--- src/rtl/barrel_normalizer_8bit.sv ---
// ============================================================================
//  Module      : barrel_normalizer_8bit
//  Description : Serial left-normaliser that recovers an MSB-aligned word and
//                its leading-zero count, with valid/ready on both sides.
//  Revision    : 1.0  initial release
// ============================================================================
`default_nettype none

module barrel_normalizer_8bit #(
    parameter int WIDTH = 8
) (
    input  logic                     clk,
    input  logic                     rst,
    input  logic                     in_valid,
    output logic                     in_ready,
    input  logic [WIDTH-1:0]         in,
    output logic                     out_valid,
    input  logic                     out_ready,
    output logic [WIDTH-1:0]         out,
    output logic [$clog2(WIDTH)-1:0] ctrl,
    output logic                     zero
);

    localparam int CW = $clog2(WIDTH);

    typedef enum logic [1:0] {
        IDLE  = 2'd0,
        SHIFT = 2'd1,
        DONE  = 2'd2
    } state_t;

    state_t           r_state;
    state_t           w_next;
    logic [WIDTH-1:0] r_data;
    logic [CW-1:0]    r_count;
    logic             r_zero;
    logic             r_out_valid;
    logic             w_accept;
    logic             w_aligned;

    assign in_ready  = (r_state == IDLE) && !rst;
    assign w_accept  = in_valid && in_ready;
    // A zero word passes through SHIFT for one edge so it shares the k=0 latency.
    assign w_aligned = r_data[WIDTH-1] || r_zero;

    assign out       = r_data;
    assign ctrl      = r_count;
    assign zero      = r_zero;
    assign out_valid = r_out_valid;

    always_comb begin
        w_next = r_state;
        case (r_state)
            IDLE:    if (w_accept)              w_next = SHIFT;
            SHIFT:   if (w_aligned)             w_next = DONE;
            DONE:    if (out_ready)             w_next = IDLE;
            default:                            w_next = IDLE;
        endcase
    end

    always_ff @(posedge clk or posedge rst) begin
        if (rst) begin
            r_state     <= IDLE;
            r_data      <= '0;
            r_count     <= '0;
            r_zero      <= 1'b0;
            r_out_valid <= 1'b0;
        end else begin
            r_state <= w_next;
            case (r_state)
                IDLE: begin
                    if (w_accept) begin
                        r_data  <= in;
                        r_count <= '0;
                        r_zero  <= (in == '0);
                    end
                end
                SHIFT: begin
                    if (w_aligned) begin
                        r_out_valid <= 1'b1;
                    end else begin
                        r_data  <= {r_data[WIDTH-2:0], 1'b0};
                        r_count <= r_count + CW'(1);
                    end
                end
                DONE: begin
                    if (out_ready) r_out_valid <= 1'b0;
                end
                default: r_out_valid <= 1'b0;
            endcase
        end
    end

endmodule

`default_nettype wire

--- config.mk ---
export PLATFORM = sky130hd
export DESIGN_NAME = barrel_normalizer_8bit
export DESIGN_NICKNAME = d
export VERILOG_FILES = /design/src/rtl/barrel_normalizer_8bit.sv
export SDC_FILE = /design/constraint.sdc
export NUM_CORES = 1
export LEC_CHECK = 0
export CAP_MARGIN = 15
export CORE_MARGIN = 4
export CORE_UTILIZATION = 45
export CTS_CLUSTER_DIAMETER = 100
export DETAILED_ROUTE_END_ITERATION = 10
export PLACE_DENSITY_LB_ADDON = 0.05
export SLEW_MARGIN = 20
export SYNTH_ARGS = -nofsm -noshare
export SYNTH_HDL_FRONTEND = slang
export SYNTH_SLANG_ARGS = --single-unit
--- constraint.sdc ---
create_clock -name clk -period 3.2 [get_ports clk]
set_input_delay 0.64 -clock clk [delete_from_list [all_inputs] [get_ports clk]]
set_output_delay 0.64 -clock clk [all_outputs]
set_load 0.005 [all_outputs]
== Word-level counts from Yosys, hierarchy flattened ==
Index checks and enable logic that the tools add are counted.
Operators by class
  $add $sub $neg: 1
  eq/ne operators: 6
  mux-type cells: 13
  bitwise gates (word level): 1
  reductions and logical operators: 11
Operators with widths (number)
  $mux 8: 2
  $pmux 8 s2: 1
  $reduce_and 3->1: 3
  $logic_not 8->1: 1
  $ne 2x2->1 const B: 4
  $mux 2: 3
  $mux 3: 2
  $pmux 2 s3: 1
  $pmux 3 s2: 1
  $add 3x1->3 const B: 1
  $pmux 1 s3: 1
  $eq 2x1->1 const B: 1
  $eq 2x2->1 const B: 1
  $logic_and 1x1->1: 2
  $logic_not 2->1: 1
  $mux 1: 2
  $reduce_and 2->1: 1
  $reduce_bool 2->1: 1
  $logic_not 1->1: 1
  $logic_or 1x1->1: 1
  $not 1->1: 1
Word-level totals
  flip-flop bits (word level): 15
  input port bits: 12
  word-level logic and storage cells: 37

== Logic depth before layout (Yosys ltp) ==
Gate-level depths: netlist of the first run.
  word-level depth: 5
  depth in mapped cells: 6
  depth with buffers taken out: 4

== Worst setup path after synthesis of the first run ==
Ideal clock, no wire load.
  path kind: input-to-reg
  start point: input port rst
  end point: register r_data[3] (netlist: out[3])
  library setup time: 0.127 ns
  arrival: 1.748 ns
  setup slack: 1.325 ns
  stages: 5
  cell sequence: or4b_1 > and2_4 > buf_6 > clkinv_4 > mux2_1
On the way
  word-level cells in the longest chain between the ends: 5
RTL lines
  start: declaration: RTL line 13  | input logic rst,
  $logic_not 1->1 (no source line)
  $logic_and 1x1->1: RTL line 41  | assign in_ready = (r_state == IDLE) && !rst;
  $logic_and 1x1->1: RTL line 42  | assign w_accept = in_valid && in_ready;
  $ne 2x2->1 (no source line)
  $reduce_and 3->1 (no source line)
  end signal: assignment: RTL line 73  | r_data <= in;
  end signal: assignment: RTL line 82  | r_data <= {r_data[WIDTH-2:0], 1'b0};
  end: declaration: RTL line 34  | logic [WIDTH-1:0] r_data;
Every way passes these cells.
A chain may end at the register's enable or synchronous reset.

== Worst setup path after layout of the first run ==
  start point: input port rst
  end point: output port in_ready
On the way
  word-level cells in the longest chain between the ends: 2
RTL lines
  $logic_not 1->1 (no source line)
  $logic_and 1x1->1: RTL line 41
  end: declaration: RTL line 15  | output logic in_ready,
Every way passes these cells.

==> results.cfg, run 1 <==
[outcome]
run_status = completed

[timing]
grt_setup_unrepaired = false
fin_worst_hold_slack_ns = 0.507
setup_tns_ns = 0
hold_violations = 0
setup_ws_ns = 0.824
worstMarginPinSlew_ns = 0.573
slew_hr = 0.613
slew_viol_final = 0
finalCritPeriodShare = 0.743
finalCriticalPeriod_ns = 2.38
achievable-frequency_mhz = 421
finClkSkew_ns = 0.00382
finalSetupViolCount = 0

[cells_and_area]
layout_common_cells = clkdlybuf4s50_1, dfrtp_1, nand2_1, o21ai_0
area.sequential_um2 = 375
antenna_cells_inserted = 0
finish.instance_area_um2 = 990
multi_input_comb_area_um2 = 294
filler_cell_count = 121
post-route-util = 0.657
layout.cells.most_common = clkdlybuf4s50_1
final_net_count = 108
area_growth_pct = 38.0
drive_gt1_frac = 0.0745

[hold_path]
worst_hold_path_type = reg -> reg

[floorplanning]
fp.dieH_um = 47.9
floorplan.io_pins = 26
die_area_um2 = 2300
initial_core_util = 0.476
row_count = 14
die_width_um = 47.9
placeableCoreArea_um2 = 1510

[power]
power_density_nw_per_um2 = 880
pwr-share-clk = 0.120
flop_pwr_share = 0.415
static-leakage-power_nw = 0.447
net-switching-power_mw = 0.300
internal_power_mw = 0.571
power.combinational.fraction = 0.464
sw_frac_of_total = 0.345
power.ir.vdd_worst_v = 0.000449

[synth]
synth.yosys.seq_area_share = 0.524
yosys_register_bits = 15
synth.largest_area_cell = dfrtp_1
synth.distinct_cells = 25
netlist_instances = 69
synth.avg_cell_area_um2 = 10.4
post-synth-top-area-fraction = 0.524
synth_top_cells_by_area = dfrtp_1, mux2i_1, o21ai_0
netlist_area_pre_place_um2 = 717
synth.net_count = 82
synthesis.yosys.warnings = 0

[grt]
initial_antenna_violation_count = 0
use_met2 = 0.227
gr-usage-met1 = 0.244
maximum_number_of_pins_on_one_net_before_global_route_repair = 16
global_route_wire_length_before_repair_um = 2590
grt_usage = 0.162
global_route.peak_usage_layer = met1
met3_resource_use_gr = 0.0301
grt_pass1_vias = 502
grt_remaining_overflow = 0

[clock_network]
clock-root-buffer = clkbuf_4
tritoncts_num_sinks = 15
clockBufferDepth = 2
post_cts.repair.setup_buffers = 0
tritoncts = yes
cts_made_buffers = 3
clock_tree.htree_level_count = 1
cts_hold_buf = 0
cts.clk_slew.worst_paths_ns = 0.08
clk_latency_ns = 0.27
resize_count_post_cts = 0

[detailed_routing]
detailroute.via_count = 595
routed_antenna_nets = 0
drcViolationCount = 0
first_pass_iteration_count_of_the_detailed_router = 4
drt-vias-per-instance = 5.41
routed_wl_um = 1610
routedWlPerCell_um = 14.6
drtIter0Drc = 15

[placement]
globalplace.congestion = 0.728
place_ws_ns = 0.692
place_hpwl_um = 1260
placedInstanceArea_um2 = 963
io_buffer_count = 25

[worst_setup_path]
worstPathMaxFanout = 3
timing.critical_path.from_type = primary input
critPathRequiredTime_ns = 2.56
timing_worst_setup_path_type = in -> out
endpoint_kind = output port
cp.arrival_ns = 1.74

[flow_run]
cap_viol_max_count = 0
[routing by layer]
layer  share of wire  wire (um)
met1            0.47        756
met2            0.48        773
met3           0.042         67
met4          0.0075         12
met5               0          0
[state kept, by name (all words and copies together), names as in the netlist]
name / cells
zero: 1
out: 8
r_state: 2
ctrl: 3
out_valid: 1
[through the flow]
stage	power, mW	cells
6_report	0.871	110
3_3_place_gp	0.767	106
2_1_floorplan	0.562	69
4_1_cts	0.883	110
3_5_place_dp	0.773	106
5_1_grt	0.946	110
[path summary, 6_finish.rpt]
check | endpoint | slack (ns) | depth (start not counted) | start
worst min-delay path | ctrl[2] | 0.51 | 1 | ctrl[2]
worst min register to register | ctrl[2] | 0.51 | 1 | ctrl[2]
worst max-delay path | in_ready | 0.82 | 3 | rst
worst max register to register | out[4] | 1.27 | 4 | r_state[0]
min in group asynchronous | zero | 0.77 | 2 | rst
max in group asynchronous | out_valid | 2.06 | 2 | rst
[Yosys cell counts]
cell,n
clkinv_4,1
nand3_1,3
nand2_1,7
inv_1,4
or4b_1,2
o21ai_1,1
dfrtp_1,15
nor4_1,2
nor3_1,1
a22o_1,1
ha_1,1
nor2_1,4
a21oi_1,3
o21ai_0,6
mux2i_1,4
and2_4,1
mux2_1,2
nand2b_1,1
nor4b_1,1
buf_6,1
mux2_2,2
clkbuf_1,2
o21a_1,1
o22ai_1,2
buf_2,1
[cell type report]
type	instances	share of cell area
timing repair buffer	25	0.253
inverter	5	0.0240
multi-input combinational	45	0.297
tap	16	0.0202
clock buffer	4	0.0265
sequential	15	0.379
[worst max-delay path, cell delays in order]
cell and delay (ns):
clkdlybuf4s50_1 0.43, nor3_1 0.14, clkdlybuf4s50_1 0.52
[power groups by stage]
| stage | Sequential (mW) | Combinational, mW | Clock (mW) |
|---|---|---|---|
| after floorplan | 0.354 | 0.208 | 0 |
| after global placement | 0.363 | 0.404 | 0 |
| after detailed placement | 0.365 | 0.408 | 0 |
| after CTS | 0.361 | 0.413 | 0.109 |
| after global routing | 0.376 | 0.448 | 0.122 |
| final | 0.362 | 0.404 | 0.105 |
[kinds of logic (layout without fill, tap and decap cells)]
kind of cell | Yosys count | after routing | share of synthesized area
AOI/OAI and AO/OA | 14 | 14 | 0.110
adders and majority gates | 1 | 1 | 0.0174
buffers and inverters | 9 | 34 | 0.0663
DFF | 15 | 15 | 0.524
muxes | 8 | 8 | 0.119
and+or+nand+nor | 22 | 22 | 0.164
(Power assumes the default switching activity.)
==> inputs of run 2 (changes only) <==
--- a/config.mk
+++ b/config.mk
@@ -7,7 +7,7 @@
 export LEC_CHECK = 0
 export CAP_MARGIN = 15
 export CORE_MARGIN = 4
-export CORE_UTILIZATION = 45
+export CORE_UTILIZATION = 38
 export CTS_CLUSTER_DIAMETER = 100
 export DETAILED_ROUTE_END_ITERATION = 10
 export PLACE_DENSITY_LB_ADDON = 0.05
==> constraint.sdc (replaced) <==
create_clock -name clk -period 2 [get_ports clk]
set_input_delay 0.4 -clock clk [delete_from_list [all_inputs] [get_ports clk]]
set_output_delay 0.4 -clock clk [all_outputs]
set_load 0.005 [all_outputs]
==> run 2 against run 1 <==
  * Non-clock buffer count grew 4
  * Setup slack lost 0.72 ns
  * Via count grew 1.3%
  * Largest cell class unchanged
  * Design area grew 4.8%
  * Worst hold slack lost 0.023 ns
  * Register-to-register slack lost 0.95 ns
  * Clock skew grew 0.0037 ns
  * Critical path depth is the same
  * Core utilization shrank 6.9 points
==> results.cfg, run 2 (synthesis gave the netlist of run 1 again) <==
[cells_and_area]
layout.cells.most_common = clkdlybuf4s50_1
layout_common_cells = clkdlybuf4s50_1, dfrtp_1, nand2_1, o21ai_0
antenna_cells_inserted = 0
filler_cell_count = 176
drive_gt1_frac = 0.133
finalNonFillerCells = 123
final_net_count = 112
largest_register_ffs = 8
area_growth_pct = 44.7
finish.instance_area_um2 = 1040

[clock_network]
tritoncts_num_sinks = 15
clock_tree.htree_level_count = 1
clock-root-buffer = clkbuf_4
post_cts.repair.setup_buffers = 0
cts.clk_slew.worst_paths_ns = 0.09
cts_hold_buf = 0
clk_latency_ns = 0.28
cts_made_buffers = 3
clockBufferDepth = 2
tritoncts = yes

[grt]
global_route.peak_usage_layer = met2
met3_resource_use_gr = 0.0379
grt_pass1_vias = 608
global_route_wire_length_before_repair_um = 2760
use_met2 = 0.220
grt_remaining_overflow = 0
maximum_number_of_pins_on_one_net_before_global_route_repair = 16
gr-usage-met1 = 0.182
initial_antenna_violation_count = 0
grt_usage = 0.142

[hold_path]
hold_path.startpoint = ctrl[2]
worst_hold_path_type = reg -> reg

[placement]
place_inst = 119
place_hpwl_um = 1240
globalplace.congestion = 0.714
place_ws_ns = -0.00746
io_buffer_count = 25
placedInstanceArea_um2 = 1000

[worst_setup_path]
cpMaxStageDelayCell = clkdlybuf4s50_1
cp.arrival_ns = 1.49
most_numerous_cell_on_the_critical_path = clkdlybuf4s50_1
timing_worst_setup_path_type = in -> out
critPathRequiredTime_ns = 1.60
critical-path-max-stage-delay_ns = 0.53
worstPathMaxFanout = 3
timing.critical_path.from_type = primary input
regToRegStartpoint = r_state[0]
endpoint_kind = output port
timing.critical_path.from = rst
cp_cell_sequence = clkdlybuf4s50_1, nor3_2, clkdlybuf4s50_1

[floorplanning]
placeableCoreArea_um2 = 1760
die_width_um = 51.4
die_area_um2 = 2650
fp.dieH_um = 51.4
row_count = 15
floorplan.io_pins = 26
initial_core_util = 0.406

[detailed_routing]
first_pass_iteration_count_of_the_detailed_router = 2
routedWlPerCell_um = 13.0
drt-vias-per-instance = 4.90
routed_wl_um = 1600
drcViolationCount = 0
detailroute.via_count = 603
drtIter0Drc = 2
routed_antenna_nets = 0

[timing]
setup_tns_ns = 0
grt_setup_unrepaired = false
slew_viol_final = 0
finalCritPeriodShare = 0.947
slew_hr = 0.624
worstMarginPinSlew_ns = 0.564
achievable-frequency_mhz = 528
hold_violations = 0
setup_ws_ns = 0.105
finClkSkew_ns = 0.00756
finalCriticalPeriod_ns = 1.89
finalSetupViolCount = 0

[outcome]
run_status = completed

[power]
static-leakage-power_nw = 0.470
power.ir.vdd_worst_v = 0.000644
post-layout-total-power_mw = 1.44
power_density_nw_per_um2 = 1390

[flow_run]
cap_viol_max_count = 0
[run 2: cell count changes in the layout (fill, tap and decap cells not counted), sizes merged]
cell | before | now
buf | 0 | 4
clkbuf | 4 | 3
clkinv | 1 | 2
[run 2: cell type report]
class,count,area (um2),area share
clock buffers,3,22.5,0.0217
flip-flops and latches,15,375,0.362
multi-input cells,45,299,0.288
repair buffers,29,280,0.270
well taps,25,31.3,0.0302
clock inverters,1,5.00,0.00483
inverters,5,23.8,0.0229
[run 2: through the flow]
step,hold WS [ns],utilization
2_1_floorplan,0.301,-
5_1_grt,0.511,0.588
3_5_place_dp,0.471,0.570
6_report,0.484,0.588
3_3_place_gp,0.462,0.570
4_1_cts,0.489,0.585
[run 2: report_power, final]
part           switching [mW]  internal, mW  leakage [nW]
logic                   0.258         0.431         0.268
registers               0.136         0.443         0.184
clock network          0.0984        0.0743        0.0177
total                   0.492         0.948         0.470
[run 2: what timing repair did]
item	CTS	global route
resized for setup	0	1
setup endpoints to repair	0	1
hold endpoints to repair	0	0
[run 2: final timing paths]
kind                       slack, ns          to  depth (start not counted)
max                             0.11    in_ready                          3
min                             0.48     ctrl[2]                          1
max reg2reg                     0.32      out[4]                          4
min reg2reg                     0.48     ctrl[2]                          1
max in group asynchronous       1.10      out[6]                          2
min in group asynchronous       0.53  r_state[1]                          2
[run 2: worst max-delay path: cells and delay by family]
kind                   cells  cell delay, ns
buffers and inverters      2            0.97
and+or+nand+nor            1            0.12
[run 2: layer usage]
layer / part of all wire / routed length, um
met1: 0.48 / 768
met2: 0.45 / 716
met3: 0.059 / 94
met4: 0.014 / 22
met5: 0 / 0
